`config.mk`:
```
export PLATFORM = sky130hd
export DESIGN_NAME = core_data_mem_responder
export DESIGN_NICKNAME = d
export VERILOG_FILES = /design/src/rtl/core_data_mem_responder_pkg.sv /design/src/rtl/core_data_mem_responder_rsp_fifo.sv /design/src/rtl/core_data_mem_responder.sv
export SDC_FILE = /design/constraint.sdc
export NUM_CORES = 1
export LEC_CHECK = 0
export CELL_PAD_IN_SITES_DETAIL_PLACEMENT = 2
export CELL_PAD_IN_SITES_GLOBAL_PLACEMENT = 2
export CORE_ASPECT_RATIO = 1.25
export CORE_MARGIN = 5
export CORE_UTILIZATION = 35
export CTS_BUF_LIST = sky130_fd_sc_hd__clkbuf_4 sky130_fd_sc_hd__clkbuf_8
export DETAILED_ROUTE_END_ITERATION = 8
export PLACE_DENSITY = 0.94
export SYNTH_ARGS = -nofsm -noshare
export SYNTH_HDL_FRONTEND = slang
export SYNTH_SLANG_ARGS = --single-unit
export TNS_END_PERCENT = 5
```
`constraint.sdc`:
```
create_clock -name clk_i -period 3.9 [get_ports clk_i]
set_input_delay 0.585 -clock clk_i [delete_from_list [all_inputs] [get_ports clk_i]]
set_output_delay 0.585 -clock clk_i [all_outputs]
set_load 0.02 [all_outputs]
```
`src/rtl/core_data_mem_responder_pkg.sv`:
```
// Shared types and constants for the core data port responder.
//
// Contents:
//   core_data_req_t    request from the core / TCDM-style master
//   core_data_rsp_t    response back to the master (gnt, r_valid, r_data)
//   core_data_meta_t   per-transaction bookkeeping kept while a request is in flight
//   CoreDataErrRspData default read data for requests answered without memory
//   core_data_in_range address window test used by the optional range check
package core_data_mem_responder_pkg;

    typedef struct packed {
        logic        req;
        logic [31:0] add;
        logic        we;
        logic [31:0] data;
        logic [3:0]  be;
    } core_data_req_t;

    typedef struct packed {
        logic        gnt;
        logic        r_valid;
        logic [31:0] r_data;
    } core_data_rsp_t;

    // is_local: answered by the responder itself, no memory access was made.
    typedef struct packed {
        logic is_local;
        logic we;
    } core_data_meta_t;

    localparam logic [31:0] CoreDataErrRspData = 32'hBADA_CCE5;

    // Evaluated on 33 bits so a window that ends exactly at 2^32 does not wrap.
    function automatic logic core_data_in_range(input logic [31:0] addr,
                                                input logic [31:0] base,
                                                input logic [31:0] size);
        logic [32:0] a;
        logic [32:0] lo;
        logic [32:0] hi;
        a  = {1'b0, addr};
        lo = {1'b0, base};
        hi = lo + {1'b0, size};
        return (a >= lo) && (a < hi);
    endfunction

endpackage

```
`src/rtl/core_data_mem_responder_rsp_fifo.sv`:
```
// core_data_rsp_fifo: generic synchronous FIFO used for the in-flight
// transaction metadata and for read data returned by the memory.
//
// Parameters: T (entry type), Depth (entries, power of two, >= 2).
// Ports:
//   clk_i, rst_i        clock, synchronous active-high reset (empties the FIFO)
//   push_i, data_i      write an entry (ignored when full and not popping)
//   pop_i               remove the head entry (ignored when empty)
//   data_o              head entry, valid while empty_o is low
//   full_o, empty_o     occupancy flags
//   count_o             number of stored entries
module core_data_rsp_fifo #(
    parameter type         T     = logic [31:0],
    parameter int unsigned Depth = 4,
    localparam int unsigned PtrW = $clog2(Depth),
    localparam int unsigned CntW = PtrW + 1
) (
    input  logic            clk_i,
    input  logic            rst_i,
    input  logic            push_i,
    input  T                data_i,
    input  logic            pop_i,
    output T                data_o,
    output logic            full_o,
    output logic            empty_o,
    output logic [CntW-1:0] count_o
);

    T                mem_q [Depth];
    T                mem_d [Depth];
    logic [PtrW-1:0] wr_ptr_q, wr_ptr_d;
    logic [PtrW-1:0] rd_ptr_q, rd_ptr_d;
    logic [CntW-1:0] count_q, count_d;
    logic            do_push;
    logic            do_pop;

    assign full_o  = (count_q == CntW'(Depth));
    assign empty_o = (count_q == '0);
    assign count_o = count_q;
    assign data_o  = mem_q[rd_ptr_q];

    // A pop frees the slot in the same cycle, so a full FIFO may push while popping.
    assign do_pop  = pop_i & ~empty_o;
    assign do_push = push_i & (~full_o | do_pop);

    always_comb begin
        // NOTE: every always_comb output is given a default first so no path leaves it unassigned (no latch).
        mem_d    = mem_q;
        wr_ptr_d = wr_ptr_q;
        rd_ptr_d = rd_ptr_q;
        count_d  = count_q + CntW'(do_push) - CntW'(do_pop);
        if (do_push) begin
            mem_d[wr_ptr_q] = data_i;
            wr_ptr_d        = wr_ptr_q + PtrW'(1);
        end
        if (do_pop) begin
            rd_ptr_d = rd_ptr_q + PtrW'(1);
        end
    end

    always_ff @(posedge clk_i) begin
        // NOTE: sequential state is assigned with <= so every flop samples pre-edge values.
        if (rst_i) begin
            wr_ptr_q <= '0;
            rd_ptr_q <= '0;
            count_q  <= '0;
        end else begin
            wr_ptr_q <= wr_ptr_d;
            rd_ptr_q <= rd_ptr_d;
            count_q  <= count_d;
        end
    end

    // NOTE: storage is not reset; an entry is only read after it was written, so clearing pointers is enough.
    always_ff @(posedge clk_i) begin
        mem_q <= mem_d;
    end

endmodule

```
`src/rtl/core_data_mem_responder.sv`:
```
// core_data_mem_responder: responder end of the cluster core data port.
// Bridges a core/TCDM-style master to an in-order, variable-latency memory
// with at most MaxOutstanding granted-but-unanswered transactions. Every
// granted request, read or write, receives exactly one r_valid in grant order.
//
// Optional feature (macro CORE_DATA_RSP_ERR_EN): addresses outside
// [MemBaseAddr, MemBaseAddr+MemSize) are answered locally with ErrRspData
// and err_o=1 without touching memory; err_o only exists with the macro.
//
// Ports:
//   clk_i, rst_i       clock, synchronous active-high reset
//   req_i / rsp_o      core data request / response
//   mem_req_o..be_o    memory request channel (address rebased to MemBaseAddr)
//   mem_gnt_i          memory accepts the current request
//   mem_rvalid_i/rdata one in-order response per granted memory request
//   outstanding_o      granted, not yet answered transactions
//   err_o              error flag, valid with rsp_o.r_valid (macro only)
module core_data_mem_responder
    import core_data_mem_responder_pkg::*;
#(
    parameter int unsigned AddrWidth      = 32,
    parameter logic [31:0] MemBaseAddr    = 32'h1000_0000,
    parameter int unsigned MemSize        = 64 * 1024,
    parameter int unsigned MaxOutstanding = 4,
    parameter logic [31:0] ErrRspData     = CoreDataErrRspData,
    localparam int unsigned CntW          = $clog2(MaxOutstanding) + 1
) (
    input  logic                 clk_i,
    input  logic                 rst_i,
    input  core_data_req_t       req_i,
    output core_data_rsp_t       rsp_o,
    output logic                 mem_req_o,
    input  logic                 mem_gnt_i,
    output logic                 mem_we_o,
    output logic [AddrWidth-1:0] mem_addr_o,
    output logic [31:0]          mem_wdata_o,
    output logic [3:0]           mem_be_o,
    input  logic                 mem_rvalid_i,
    input  logic [31:0]          mem_rdata_i,
    output logic [CntW-1:0]      outstanding_o
`ifdef CORE_DATA_RSP_ERR_EN
    ,
    output logic                 err_o
`endif
);

`ifdef CORE_DATA_RSP_ERR_EN
    typedef core_data_meta_t meta_t;
`else
    // Without local answers the only thing worth remembering is the direction.
    typedef logic meta_t;
`endif

    logic            is_local;
    logic            full;
    logic            gnt;
    logic [31:0]     addr_offset;

    meta_t           meta_push_data;
    meta_t           meta_head;
    logic            meta_empty;
    logic            meta_pop;
    logic [CntW-1:0] meta_count;

    logic            rdata_push;
    logic            rdata_pop;
    logic            rdata_empty;
    logic [31:0]     rdata_head;
    logic            rdata_full_unused;
    logic [CntW-1:0] rdata_count_unused;

    logic            head_is_local;

    logic            r_valid_q, r_valid_d;
    logic [31:0]     r_data_q,  r_data_d;
`ifdef CORE_DATA_RSP_ERR_EN
    logic            err_q,     err_d;
`endif

    // ------------------------------------------------------------------
    // Request side
    // ------------------------------------------------------------------
`ifdef CORE_DATA_RSP_ERR_EN
    assign is_local       = ~core_data_in_range(req_i.add, MemBaseAddr, 32'(MemSize));
    assign meta_push_data = '{is_local: is_local, we: req_i.we};
    assign head_is_local  = meta_head.is_local;

    logic unused_meta_we;
    assign unused_meta_we = meta_head.we;
`else
    assign is_local       = 1'b0;
    assign meta_push_data = req_i.we;
    assign head_is_local  = 1'b0;

    logic        unused_meta_we;
    logic [31:0] unused_params;
    assign unused_meta_we = meta_head;
    assign unused_params  = ErrRspData ^ 32'(MemSize);
`endif

    // The credit freed by a pop only becomes visible the following cycle.
    assign outstanding_o = meta_count;

    assign mem_req_o = req_i.req & ~is_local & ~full;
    assign gnt       = is_local ? (req_i.req & ~full) : (mem_req_o & mem_gnt_i);

    assign addr_offset = req_i.add - MemBaseAddr;
    assign mem_addr_o  = addr_offset[AddrWidth-1:0];
    assign mem_we_o    = req_i.we;
    assign mem_wdata_o = req_i.data;
    assign mem_be_o    = req_i.be;

    core_data_rsp_fifo #(
        .T     (meta_t),
        .Depth (MaxOutstanding)
    ) u_meta_fifo (
        .clk_i   (clk_i),
        .rst_i   (rst_i),
        .push_i  (gnt),
        .data_i  (meta_push_data),
        .pop_i   (meta_pop),
        .data_o  (meta_head),
        .full_o  (full),
        .empty_o (meta_empty),
        .count_o (meta_count)
    );

    // ------------------------------------------------------------------
    // Memory response side
    // ------------------------------------------------------------------
    // A response with nothing in flight is a leftover from before a reset.
    // Otherwise it always has a slot: memory transactions never exceed meta entries.
    assign rdata_push = mem_rvalid_i & ~meta_empty;

    core_data_rsp_fifo #(
        .T     (logic [31:0]),
        .Depth (MaxOutstanding)
    ) u_rdata_fifo (
        .clk_i   (clk_i),
        .rst_i   (rst_i),
        .push_i  (rdata_push),
        .data_i  (mem_rdata_i),
        .pop_i   (rdata_pop),
        .data_o  (rdata_head),
        .full_o  (rdata_full_unused),
        .empty_o (rdata_empty),
        .count_o (rdata_count_unused)
    );

    // ------------------------------------------------------------------
    // Output stage: answer the head transaction as soon as it can be answered.
    // A local head never waits for memory; a memory head blocks everything behind it.
    // ------------------------------------------------------------------
    always_comb begin
        meta_pop  = 1'b0;
        rdata_pop = 1'b0;
        r_valid_d = 1'b0;
        r_data_d  = r_data_q;
`ifdef CORE_DATA_RSP_ERR_EN
        err_d     = 1'b0;
`endif
        if (!meta_empty) begin
            if (head_is_local) begin
                meta_pop  = 1'b1;
                r_valid_d = 1'b1;
                r_data_d  = ErrRspData;
`ifdef CORE_DATA_RSP_ERR_EN
                err_d     = 1'b1;
`endif
            end else if (!rdata_empty) begin
                meta_pop  = 1'b1;
                rdata_pop = 1'b1;
                r_valid_d = 1'b1;
                r_data_d  = rdata_head;
            end
        end
    end

    always_ff @(posedge clk_i) begin
        if (rst_i) begin
            r_valid_q <= 1'b0;
            r_data_q  <= '0;
`ifdef CORE_DATA_RSP_ERR_EN
            err_q     <= 1'b0;
`endif
        end else begin
            r_valid_q <= r_valid_d;
            r_data_q  <= r_data_d;
`ifdef CORE_DATA_RSP_ERR_EN
            err_q     <= err_d;
`endif
        end
    end

    assign rsp_o = '{gnt: gnt, r_valid: r_valid_q, r_data: r_data_q};
`ifdef CORE_DATA_RSP_ERR_EN
    assign err_o = err_q;
`endif

endmodule

```
==> Yosys cells after proc, flatten, opt, wreduce, memory -nomap -nowiden <==
Cells that the tools add are included.
{ "classes": {"n_bitwise": 15, "addsub": 7, "n_eq_ne": 2, "n_reduce_logical": 4, "magnitude_cmp": 3, "muxes": 8} }
{ "op_table": {"columns": ["cell", "n"], "rows": [
  ["bitwise mux 128 bit", 1],
  ["two-way mux 32 bit", 3],
  ["binary-select mux 32 bit (select 2 bit)", 1],
  ["demux 32 bit (select 2 bit)", 1],
  ["subtractor 32 x 29 -> 32 bit, second input constant", 1],
  ["AND 1 bit", 7],
  ["adder 3 x 1 -> 3 bit", 2],
  ["equality test 3 bit, second input constant", 2],
  ["greater-or-equal comparator 3 bit, second input constant", 2],
  ["zero test 3 bit", 2],
  ["inverter 2 -> 3 bit", 2],
  ["subtractor 3 x 1 -> 3 bit", 2],
  ["adder 2 x 1 -> 2 bit, second input constant", 2],
  ["inverter 1 bit", 4],
  ["less-than comparator 3 x 1 -> 1 bit, second input constant", 1],
  ["two-way mux 1 bit", 2],
  ["bitwise OR 1 bit", 2],
  ["AND reduction 2 bit", 1],
  ["logical AND 1 bit", 1]
]} }
{ "word_totals": {"regBits": 171, "output_inout_bits": 107, "word_cells": 49, "in_bits": 106} }

==> Depth between registers and ports, before layout <==
Gate-level depths: netlist of the first run.
{ "logic_depth": {"word_depth": 8, "mapped_depth": 10, "depth_no_buf": 10} }

==> By module <==
From an unflattened synthesis of the first run, not the netlist that was laid out.
{ "hier_totals": {"cells_unflattened": 495, "area_unflattened_um2": 7691.1} }
{ "modules_own_cells": {"columns": ["module", "instances", "area_per_inst_um2", "seq_area_each_um2", "cells_per_inst"], "rows": [
  ["core_data_rsp_fifo at u_rdata_fifo", 1, 5168.7, 3983.8, 216],
  ["core_data_mem_responder", 1, 1935.6, 660.6, 226],
  ["core_data_rsp_fifo at u_meta_fifo", 1, 586.8, 260.2, 53]
]} }

==> Worst setup path after synthesis of the first run <==
Ideal clock, no wire load.
{ "synth_timing": {"path_type": "register to register", "startpoint": "register u_meta_fifo.count_q[1], in the netlist u_meta_fifo.count_o[1]", "endpoint": "register u_meta_fifo.count_q[2], in the netlist u_meta_fifo.count_o[2]", "setup_time_ns": 0.078, "path_slack_ns": 1.650, "stages_incl_launch_ff": 10, "synth_period_minus_slack_ns": 2.250, "arrival_ns": 2.172, "n_path_buf": 0, "path_cell_list": "dfxtp_1 > nor2_1 > a21boi_1 > and2_1 > ha_1 > inv_1 > fa_1 > xor2_1 > and2_1 > nor3_1"} }
{ "synth_between": {"elab_chain_len": 7, "elab_cells_between_ends": 12} }
{ "synth_lines": {"columns": ["item", "line", "text"], "rows": [
  ["start, declared", "core_data_mem_responder_rsp_fifo.sv:33", "logic [CntW-1:0] count_q, count_d;"],
  ["start signal, assigned", "core_data_mem_responder_rsp_fifo.sv:70", "count_q <= count_d;"],
  ["equality test 3 bit", "core_data_mem_responder_rsp_fifo.sv:37", "assign full_o = (count_q == CntW'(Depth));"],
  ["inverter 1 bit", "core_data_mem_responder.sv:104", "assign mem_req_o = req_i.req & ~is_local & ~full;"],
  ["AND 1 bit", null, null],
  ["named net mem_req_o", "core_data_mem_responder.sv:32", "output logic mem_req_o,"],
  ["AND 1 bit", "core_data_mem_responder.sv:105", "assign gnt = is_local ? (req_i.req & ~full) : (mem_req_o & mem_gnt_i);"],
  ["AND 1 bit", "core_data_mem_responder_rsp_fifo.sv:44", "assign do_push = push_i & (~full_o | do_pop);"],
  ["adder 3 x 1 -> 3 bit", "core_data_mem_responder_rsp_fifo.sv:51", "count_d = count_q + CntW'(do_push) - CntW'(do_pop);"],
  ["subtractor 3 x 1 -> 3 bit", "core_data_mem_responder_rsp_fifo.sv:51", null]
]} }
The timed path passes the listed nets, and every way through them passes these cells.
A chain may end at the register's enable or synchronous reset.

==> flow_metrics.py, run 1 <==
metrics = {
    "synthesis": {
        "yosys.area_share.simple_pct": 4.490,
        "synthXorXnorAreaFrac_pct": 0.6236,
        "synth_area_um2": 7023,
        "synth_fa_ha_area_share_pct": 2.174,
        "ys_seq_elements": 171,
        "syn_nets": 574,
        "yosysMostFrequentCell": "edfxtp_1",
        "synth_commonest_cells": "edfxtp_1, buf_4, dfxtp_1",
        "synth_top_area_share_pct": 54.73,
        "synth-main-ff-cell": "edfxtp_1",
        "ys_seq_area_share_pct": 66.99,
        "synth_top_family_by_area": "multiplexers",
        "synthArstFlopShare_pct": 0,
        "synth_area_leaders": "edfxtp_1, dfxtp_1, mux4_2, buf_4, a21oi_1",
        "ys_warn_count": 0,
        "yosysTopAreaCell": "edfxtp_1",
        "synth_compound_area_share_pct": 5.273,
        "synth_cell_type_count": 29,
        "muxShareOfSynthArea_pct": 10.40,
        "synth_cells": 457,
        "avgSynthCellArea_um2": 15.37,
        "synth-edff-count": 128,
    },
    "power": {
        "power_uw": 5509,
        "p_int_uw": 3572,
        "netSwitchingFraction_pct": 35.16,
        "p_comb_share_pct": 32.5,
        "seqPwrFrac_pct": 45.8,
        "p_clk_share_pct": 21.7,
        "power_density_nw_per_um2": 693.2,
        "peakVddDrop_uv": 280.0,
        "p_switching_uw": 1937,
        "p_leak_uw": 0.002527,
    },
    "layout": {
        "fillCellCount": 1917,
        "drive_above_1_share_pct": 16.22,
        "area_delta_synth_final_pct": 13.17,
        "register_area_um2": 4707,
        "design_area_um2": 7948,
        "post-route-util_pct": 39.82,
        "fin_nets": 585,
        "antenna_cells": 0,
        "multiInputGateArea_um2": 1630,
    },
    "clocking": {
        "clock_latency_ns": 0.45,
        "cts_max_path_buffers": 2,
        "cts_buffers": 17,
        "cts_sinks": 171,
        "cts.repair.resized": 0,
        "htreeDepth": 4,
        "ctsHoldBuffers": 0,
        "cts_setup_buffers": 0,
        "root_buffer": "clkbuf_8",
        "cts_tree": "yes",
        "clkTransAtPathRegs_ns": 0.09,
    },
    "grt": {
        "antenna_found_initial": 0,
        "grt_max_degree": 45,
        "grt_pass1_vias": 4495,
        "overflow": 0,
        "groute.usage.overall_pct": 17.35,
        "grt_pass1_wl_um": 29010,
    },
    "floorplan": {
        "io_pins": 213,
        "die_x_um": 136.7,
        "die_y_um": 168.4,
        "rows": 58,
        "initial_core_util_pct": 35.19,
        "coreArea_um2": 19960,
        "dieArea_um2": 23020,
    },
    "worst_setup_path": {
        "crit_type": "register to primary output",
        "crit_family": "buffers and inverters",
        "crit_required_ns": 3.31,
        "crit_slowest_cell": "clkdlybuf4s50_1",
        "slowest_delay_ns": 0.64,
        "crit_path_max_fanout": 8,
        "worstPathArrival_ns": 2.39,
        "cp.depth": 4,
        "cp-end-kind": "primary output",
        "start_kind": "register",
        "reg2regPathDepth": 10,
        "crit_path_cell_trace": "nor2_1 > a21boi_1 > and2_1 > clkdlybuf4s50_1",
        "crit_buf_inv": 1,
    },
    "sta": {
        "setup_viol": 0,
        "hold_violations": 0,
        "final_max_slew_viol_count": 0,
        "worstMarginPinSlew_ns": 0.9797,
        "period_share_pct": 76.18,
        "max_freq_ghz": 0.3366,
        "rsz0062_at_grt": "false",
        "period_minus_slack_ns": 2.971,
        "slew-limit-headroom_pct": 34.69,
        "finClkSkew_ns": 0.01456,
        "setup_tns_ns": 0,
    },
    "routing": {
        "drt_iter0_drc": 137,
        "wl_per_cell_um": 25.76,
        "post-route-drc-count": 0,
        "vias": 3855,
        "routed_via_density": 5.133,
        "antenna_left": 0,
        "dr.pass1.iters": 4,
        "wl_um": 19350,
    },
    "outcome": {
        "run_status": "finished, final reports clean",
    },
    "place": {
        "gp_congestion": 0.7082,
        "hpwl_um": 13220,
        "post_dp_cell_area_um2": 7574,
        "numPortBuffers": 82,
    },
    "run": {
        "maxCapViolations": 0,
    },
    "worst_hold_path": {
        "min_path_cells": 2,
        "hold_class": "register to register",
    },
}
## logic make-up after synthesis
family                   Yosys count
buffers and inverters            107
multiplexers                      33
AO/OA/AOI/OAI                     70
adder cells (fa/ha/maj)           11
AND/OR/NAND/NOR                   60
flip-flops                       171
XOR/XNOR                           5
## worst register-to-register path, cell delays in order, from the launching register on
cell     delay [ns]
dfxtp_1        0.59
nor3_4         0.08
nor2_1         0.26
ha_1           0.30
inv_1          0.07
ha_1           0.14
inv_1          0.05
fa_1           0.38
xor2_1         0.17
and2_1         0.18
nor3_1         0.17
## worst paths after layout
| path | start | end | slack [ns] |
|---|---|---|---|
| setup / recovery | u_meta_fifo.count_o[1] | rsp_o[33] | 0.93 |
| hold reg to reg | r_data_q[12] | r_data_q[12] | 0.49 |
| setup reg to reg | u_meta_fifo.count_o[1] | u_meta_fifo.count_o[2] | 1.42 |
| hold / removal | r_data_q[12] | r_data_q[12] | 0.49 |
## per-layer routing
layer  GRT usage [%]  routed length [um]  vias up
met5               0                   0        -
li1                -                   -     1651
met2           32.24               10880      140
met1           17.91                6454     1979
met4           7.760                 801        0
met3           4.603                1210       85
## placed cells by master (no fill, tap or decap), types with 2 or more instances in the layout
| master | instances |
|---|---|
| edfxtp_1 | 128 |
| clkbuf_8 | 18 |
| clkdlybuf4s50_1 | 81 |
| buf_4 | 5 |
| nor2b_1 | 2 |
| o21ai_0 | 30 |
| and2_1 | 4 |
| mux4_2 | 32 |
| dfxtp_1 | 41 |
| ha_1 | 9 |
| nor3_1 | 4 |
| a21oi_1 | 33 |
| clkinv_4 | 3 |
| nor3_4 | 2 |
| dfxtp_2 | 2 |
| inv_1 | 12 |
| clkinv_2 | 3 |
| clkinvlp_4 | 2 |
| nand3_1 | 32 |
| nor2_1 | 9 |
| o21ai_1 | 3 |
| and2_2 | 4 |
| xor2_1 | 4 |
| inv_6 | 2 |
| fa_1 | 2 |
| or3_1 | 3 |
## power groups by stage
stage | registers [uW] | clock network, uW | logic, uW
floorplan | 2560 | 0 | 1160
global placement | 2520 | 0 | 1660
detailed placement | 2570 | 0 | 1810
CTS | 2540 | 1220 | 1820
global route | 2570 | 1310 | 1940
finish | 2520 | 1200 | 1790
## sequential cells by signal (all words and copies together), names as in the netlist
| register | count |
|---|---|
| r_valid_q | 1 |
| u_rdata_fifo.count_o | 3 |
| u_meta_fifo.count_o | 3 |
| u_rdata_fifo.wr_ptr_q | 2 |
| u_rdata_fifo.rd_ptr_q | 2 |
| r_data_q | 32 |
| u_rdata_fifo.mem_q | 128 |
## stage by stage
step | hold slack, ns | setup WS (ns) | instances
3_3_place_gp | 0.4647 | 0.9852 | 719
6_report | 0.4917 | 0.9290 | 751
3_5_place_dp | 0.4799 | 0.9359 | 719
2_1_floorplan | 0.5137 | 1.650 | 457
5_1_grt | 0.5265 | 0.8127 | 751
4_1_cts | 0.4968 | 0.8666 | 751
## final cells by class
class	instances	share of cell area [%]
flip-flops and latches	171	59.23
multi-input cells	179	20.51
repair buffers	87	10.74
well taps	270	4.251
clock buffers	19	3.212
clock inverters	13	1.496
inverters	12	0.5668
Power figures use the tool's default switching activity.
==> run 2, diff against run 1 <==
--- a/config.mk
+++ b/config.mk
@@ -9,10 +9,10 @@
 export CELL_PAD_IN_SITES_GLOBAL_PLACEMENT = 2
 export CORE_ASPECT_RATIO = 1.25
 export CORE_MARGIN = 5
-export CORE_UTILIZATION = 35
+export CORE_UTILIZATION = 30
 export CTS_BUF_LIST = sky130_fd_sc_hd__clkbuf_4 sky130_fd_sc_hd__clkbuf_8
 export DETAILED_ROUTE_END_ITERATION = 8
-export PLACE_DENSITY = 0.94
+export PLACE_DENSITY = 0.86
 export SYNTH_ARGS = -nofsm -noshare
 export SYNTH_HDL_FRONTEND = slang
 export SYNTH_SLANG_ARGS = --single-unit
==> constraint.sdc (replaced) <==
create_clock -name clk_i -period 2.66 [get_ports clk_i]
set_input_delay 0.399 -clock clk_i [delete_from_list [all_inputs] [get_ports clk_i]]
set_output_delay 0.399 -clock clk_i [all_outputs]
set_load 0.02 [all_outputs]
==> flow_metrics.py, run 2 (synthesized netlist as in run 1, its figures left out) <==
metrics = {
    "outcome": {
        "run_status": "finished, final reports clean",
    },
    "clocking": {
        "cts_tree": "yes",
        "cts_sinks": 171,
        "cts_buffers": 17,
        "clock_latency_ns": 0.46,
        "htreeDepth": 4,
        "clkTransAtPathRegs_ns": 0.08,
        "root_buffer": "clkbuf_8",
        "cts_max_path_buffers": 2,
        "ctsHoldBuffers": 0,
    },
    "layout": {
        "post-route-util_pct": 35.13,
        "final_common_cell": "edfxtp_1",
        "drive_above_1_share_pct": 18.99,
        "reg.largest.list": "u_rdata_fifo.mem_q: 128 flops, r_data_q: 32 flops",
        "area_delta_synth_final_pct": 15.23,
        "fillCellCount": 2239,
        "largest_register_ffs": 128,
        "top_register": "u_rdata_fifo.mem_q",
        "fin_nets": 599,
        "multiInputGateArea_um2": 1630,
        "register_area_um2": 4710,
        "final_cell_mix": "edfxtp_1, clkdlybuf4s50_1, dfxtp_1",
    },
    "run": {
        "maxCapViolations": 0,
    },
    "sta": {
        "finClkSkew_ns": 0.01029,
        "hold_violations": 0,
        "setup_tns_ns": 0,
        "max_freq_ghz": 0.4003,
        "worstMarginPinSlew_ns": 0.9475,
        "setup_viol": 0,
        "slew-limit-headroom_pct": 36.83,
        "final_max_slew_viol_count": 0,
        "rsz0062_at_grt": "false",
        "period_share_pct": 93.92,
        "period_minus_slack_ns": 2.498,
    },
    "power": {
        "peakVddDrop_uv": 403.0,
        "p_leak_uw": 0.002611,
        "power_density_nw_per_um2": 1012,
    },
    "grt": {
        "groute.usage.overall_pct": 14.68,
        "grt_pass1_vias": 4581,
        "overflow": 0,
        "antenna_found_initial": 0,
        "grt_pass1_wl_um": 29080,
        "grt_max_degree": 36,
    },
    "worst_hold_path": {
        "hold_class": "input port to register",
    },
    "floorplan": {
        "initial_core_util_pct": 30.48,
        "die_y_um": 181.1,
        "rows": 62,
        "die_x_um": 146.9,
        "io_pins": 213,
        "coreArea_um2": 23040,
        "dieArea_um2": 26590,
    },
    "worst_setup_path": {
        "worstPathArrival_ns": 2.10,
        "crit_type": "register to primary output",
        "cp-end-kind": "primary output",
        "start_kind": "register",
        "crit_required_ns": 2.26,
        "crit_path_max_fanout": 8,
    },
    "place": {
        "numPortBuffers": 82,
        "hpwl_um": 13710,
        "gp_congestion": 0.7194,
    },
    "routing": {
        "dr.pass1.iters": 4,
        "wl_per_cell_um": 24.87,
        "vias": 3910,
        "wl_um": 19500,
        "antenna_left": 0,
        "drt_iter0_drc": 225,
        "post-route-drc-count": 0,
        "routed_via_density": 4.987,
    },
}
## run 2: cell count changes in the layout (fill, tap and decap cells not counted)
cell,before,now
clkinv_4,3,2
clkbuf_8,18,19
clkinv_2,3,1
clkbuf_4,1,2
inv_6,2,4
dfxtp_2,2,4
buf_4,5,19
dfxtp_1,41,39
diode_2,0,1
clkinvlp_4,2,1
## run 2: layout make-up
class	count	share of cell area [%]
tap	288	4.453
multi-input combinational	179	20.15
timing repair buffer	101	11.84
antenna	1	0.03092
sequential	171	58.19
inverter	12	0.5566
clock buffer	21	3.417
clock inverter	11	1.361
## run 2: worst paths after layout
| path | slack, ns | cells after the start | startpoint | to |
|---|---|---|---|---|
| max | 0.16 | 4 | u_meta_fifo.count_o[1] | rsp_o[33] |
| min | 0.40 | 2 | rst_i | u_meta_fifo.count_o[1] |
| max reg2reg | 0.23 | 10 | u_meta_fifo.count_o[2] | u_meta_fifo.count_o[2] |
| min reg2reg | 0.49 | 2 | r_data_q[31] | r_data_q[31] |
## run 2: critical path, cell delays in order, from the launching register on
cell             delay [ns]
dfxtp_2                0.46
nor2_1                 0.07
a21boi_1               0.27
and2_1                 0.21
clkdlybuf4s50_1        0.63
## run 2: power breakdown
group / total [uW] / internal [uW] / switching, uW
Sequential: 3650 / 3320 / 331
Combinational: 2740 / 1180 / 1560
Clock: 1800 / 827 / 973
Total: 8190 / 5330 / 2860
## run 2: repair_timing
action	in CTS	in global routing
resized for setup	1	1
buffers inserted	0	0
setup endpoints to repair	1	1
endpoints found under the hold margin	0	0
## run 2: metal layers
| metal | routed length [um] | GRT usage, % | vias up | share of wire (%) |
|---|---|---|---|---|
| met5 | 0 | 0 | - | 0 |
| met4 | 923 | 7.568 | 0 | 4.7 |
| met3 | 1444 | 5.313 | 74 | 7.4 |
| met2 | 10400 | 26.44 | 152 | 53 |
| met1 | 6733 | 14.76 | 1999 | 35 |
| li1 | - | - | 1685 | - |
## run 2: metrics by stage
step	hold slack [ns]	cells	worst slack, ns	area, um^2	total power [uW]
final	0.3954	784	0.1617	8093	8189
after global placement	0.4666	751	0.2816	7701	6284
after CTS	0.3812	783	0.05483	8089	8329
after floorplan	0.4979	457	0.4100	7023	5451
after detailed placement	0.4727	751	0.1318	7701	6508
after global routing	0.4198	783	0.03175	8090	8671
==> run 3, diff against run 2 <==
--- a/config.mk
+++ b/config.mk
@@ -12,7 +12,7 @@
 export CORE_UTILIZATION = 30
 export CTS_BUF_LIST = sky130_fd_sc_hd__clkbuf_4 sky130_fd_sc_hd__clkbuf_8
 export DETAILED_ROUTE_END_ITERATION = 8
-export PLACE_DENSITY = 0.86
+export PLACE_DENSITY = 0.78
 export SYNTH_ARGS = -nofsm -noshare
 export SYNTH_HDL_FRONTEND = slang
 export SYNTH_SLANG_ARGS = --single-unit
==> flow_metrics.py, run 3 (synthesized netlist as in run 1, its figures left out) <==
metrics = {
    "clocking": {
        "root_buffer": "clkbuf_8",
        "cts_setup_buffers": 0,
        "cts_buffers": 17,
        "cts_sinks": 171,
        "htreeDepth": 4,
        "cts_tree": "yes",
        "cts_max_path_buffers": 2,
        "clkTransAtPathRegs_ns": 0.10,
        "clock_latency_ns": 0.48,
    },
    "floorplan": {
        "dieArea_um2": 26590,
        "die_y_um": 181.1,
        "io_pins": 213,
        "rows": 62,
        "coreArea_um2": 23040,
        "initial_core_util_pct": 30.48,
        "die_x_um": 146.9,
    },
    "sta": {
        "worst_slack_ns": 0.1839,
        "hold_violations": 0,
        "setup_tns_ns": 0,
        "rsz0062_at_grt": "false",
        "period_minus_slack_ns": 2.476,
        "finClkSkew_ns": 0.01550,
        "worstMarginPinSlew_ns": 0.6507,
        "max_freq_ghz": 0.4039,
        "final_max_slew_viol_count": 0,
        "setup_viol": 0,
        "slew-limit-headroom_pct": 56.62,
        "period_share_pct": 93.09,
    },
    "grt": {
        "grt.met3_usage_pct": 4.361,
        "grt_pass1_vias": 4481,
        "antenna_found_initial": 1,
        "groute.usage.overall_pct": 14.82,
        "overflow": 0,
        "use_met2_pct": 26.07,
        "grt_max_degree": 36,
        "grtUsageMet1_pct": 16.23,
        "top_usage_layer": "met2",
        "grt_pass1_wl_um": 29090,
    },
    "routing": {
        "vias": 3888,
        "post-route-drc-count": 0,
        "wl_per_cell_um": 24.71,
        "antenna_left": 0,
        "dr.pass1.iters": 4,
        "drt_iter0_drc": 234,
        "wl_um": 19320,
        "routed_via_density": 4.972,
    },
    "worst_hold_path": {
        "min_path_cells": 2,
        "hold_class": "input port to register",
    },
    "worst_setup_path": {
        "crit_path_cell_trace": "nor2_1 > a21boi_1 > and2_1 > clkdlybuf4s50_1",
        "crit_type": "register to primary output",
        "start_kind": "register",
        "reg2regPathDepth": 10,
        "slowest_delay_ns": 0.65,
        "crit_required_ns": 2.26,
        "crit_slowest_cell": "clkdlybuf4s50_1",
        "worstPathArrival_ns": 2.08,
        "cp-end-kind": "primary output",
        "crit_path_max_fanout": 5,
    },
    "layout": {
        "largest_register_ffs": 128,
        "final_common_cell": "edfxtp_1",
        "reg.largest.list": "u_rdata_fifo.mem_q: 128 flops, r_data_q: 32 flops",
        "area_delta_synth_final_pct": 16.94,
        "fin_cells": 782,
        "fin_nets": 597,
        "top_register": "u_rdata_fifo.mem_q",
        "fillCellCount": 2245,
        "drive_above_1_share_pct": 18.86,
        "final_cell_mix": "edfxtp_1, clkdlybuf4s50_1, dfxtp_1",
        "design_area_um2": 8213,
    },
    "place": {
        "hpwl_um": 13310,
        "gp_congestion": 0.6977,
        "post_dp_cell_area_um2": 7759,
        "dpl_worst_slack_ns": 0.08555,
        "numPortBuffers": 82,
        "post-place-cells": 749,
    },
    "power": {
        "p_leak_uw": 0.002632,
        "peakVddDrop_uv": 421.4,
        "power_density_nw_per_um2": 1028,
    },
    "outcome": {
        "run_status": "finished, final reports clean",
    },
    "run": {
        "maxCapViolations": 0,
    },
}
==> run 3: area by class of cell <==
cell class,instances,area [um^2],area share [%]
clock inverters,15,216.5,2.636
diodes,1,2.502,0.03047
clock buffers,17,234.0,2.849
repair buffers,99,1016,12.37
flip-flops and latches,171,4708,57.33
well taps,288,360.3,4.388
multi-input cells,179,1630,19.85
inverters,12,45.04,0.5484
==> run 3: worst paths after layout <==
path | from | to | slack [ns]
setup / recovery | u_meta_fifo.count_o[1] | rsp_o[33] | 0.18
hold / removal | rst_i | u_meta_fifo.count_o[1] | 0.43
hold reg to reg | r_data_q[29] | r_data_q[29] | 0.49
setup reg to reg | u_meta_fifo.count_o[2] | u_rdata_fifo.count_o[2] | 0.34
==> run 3: layer usage <==
layer	share of wire (%)	up-vias
met5	0	-
met1	37	1997
met3	6.0	75
li1	-	1677
met2	53	139
met4	3.9	0
==> run 3: per-stage QoR <==
step / utilization (%) / hold WS [ns] / power, uW
after global routing: 35.65 / 0.4481 / 8903
after detailed placement: 33.68 / 0.4758 / 6515
final: 35.65 / 0.4325 / 8445
after floorplan: - / 0.4979 / 5451
after global placement: 33.68 / 0.4701 / 6334
after CTS: 35.63 / 0.4113 / 8581
==> run 3: worst max-delay path: cells and delay by family (launching register included) <==
kind / cells / cell delay, ns
AO/OA/AOI/OAI: 1 / 0.18
AND/OR/NAND/NOR: 2 / 0.32
buffers and inverters: 1 / 0.65
flip-flops: 1 / 0.46
==> run 3: where the power goes <==
part	leakage, uW	switching (uW)	internal [uW]
Sequential	0.00152	265	3320
Combinational	0.000905	1610	1220
Clock	0.000212	998	1040
==> run 3: timing repair <==
| item | 4_1_cts | 5_1_grt |
|---|---|---|
| resized for setup | 0 | 1 |
| hold buffers | 0 | 0 |
| setup endpoints to repair | 0 | 1 |
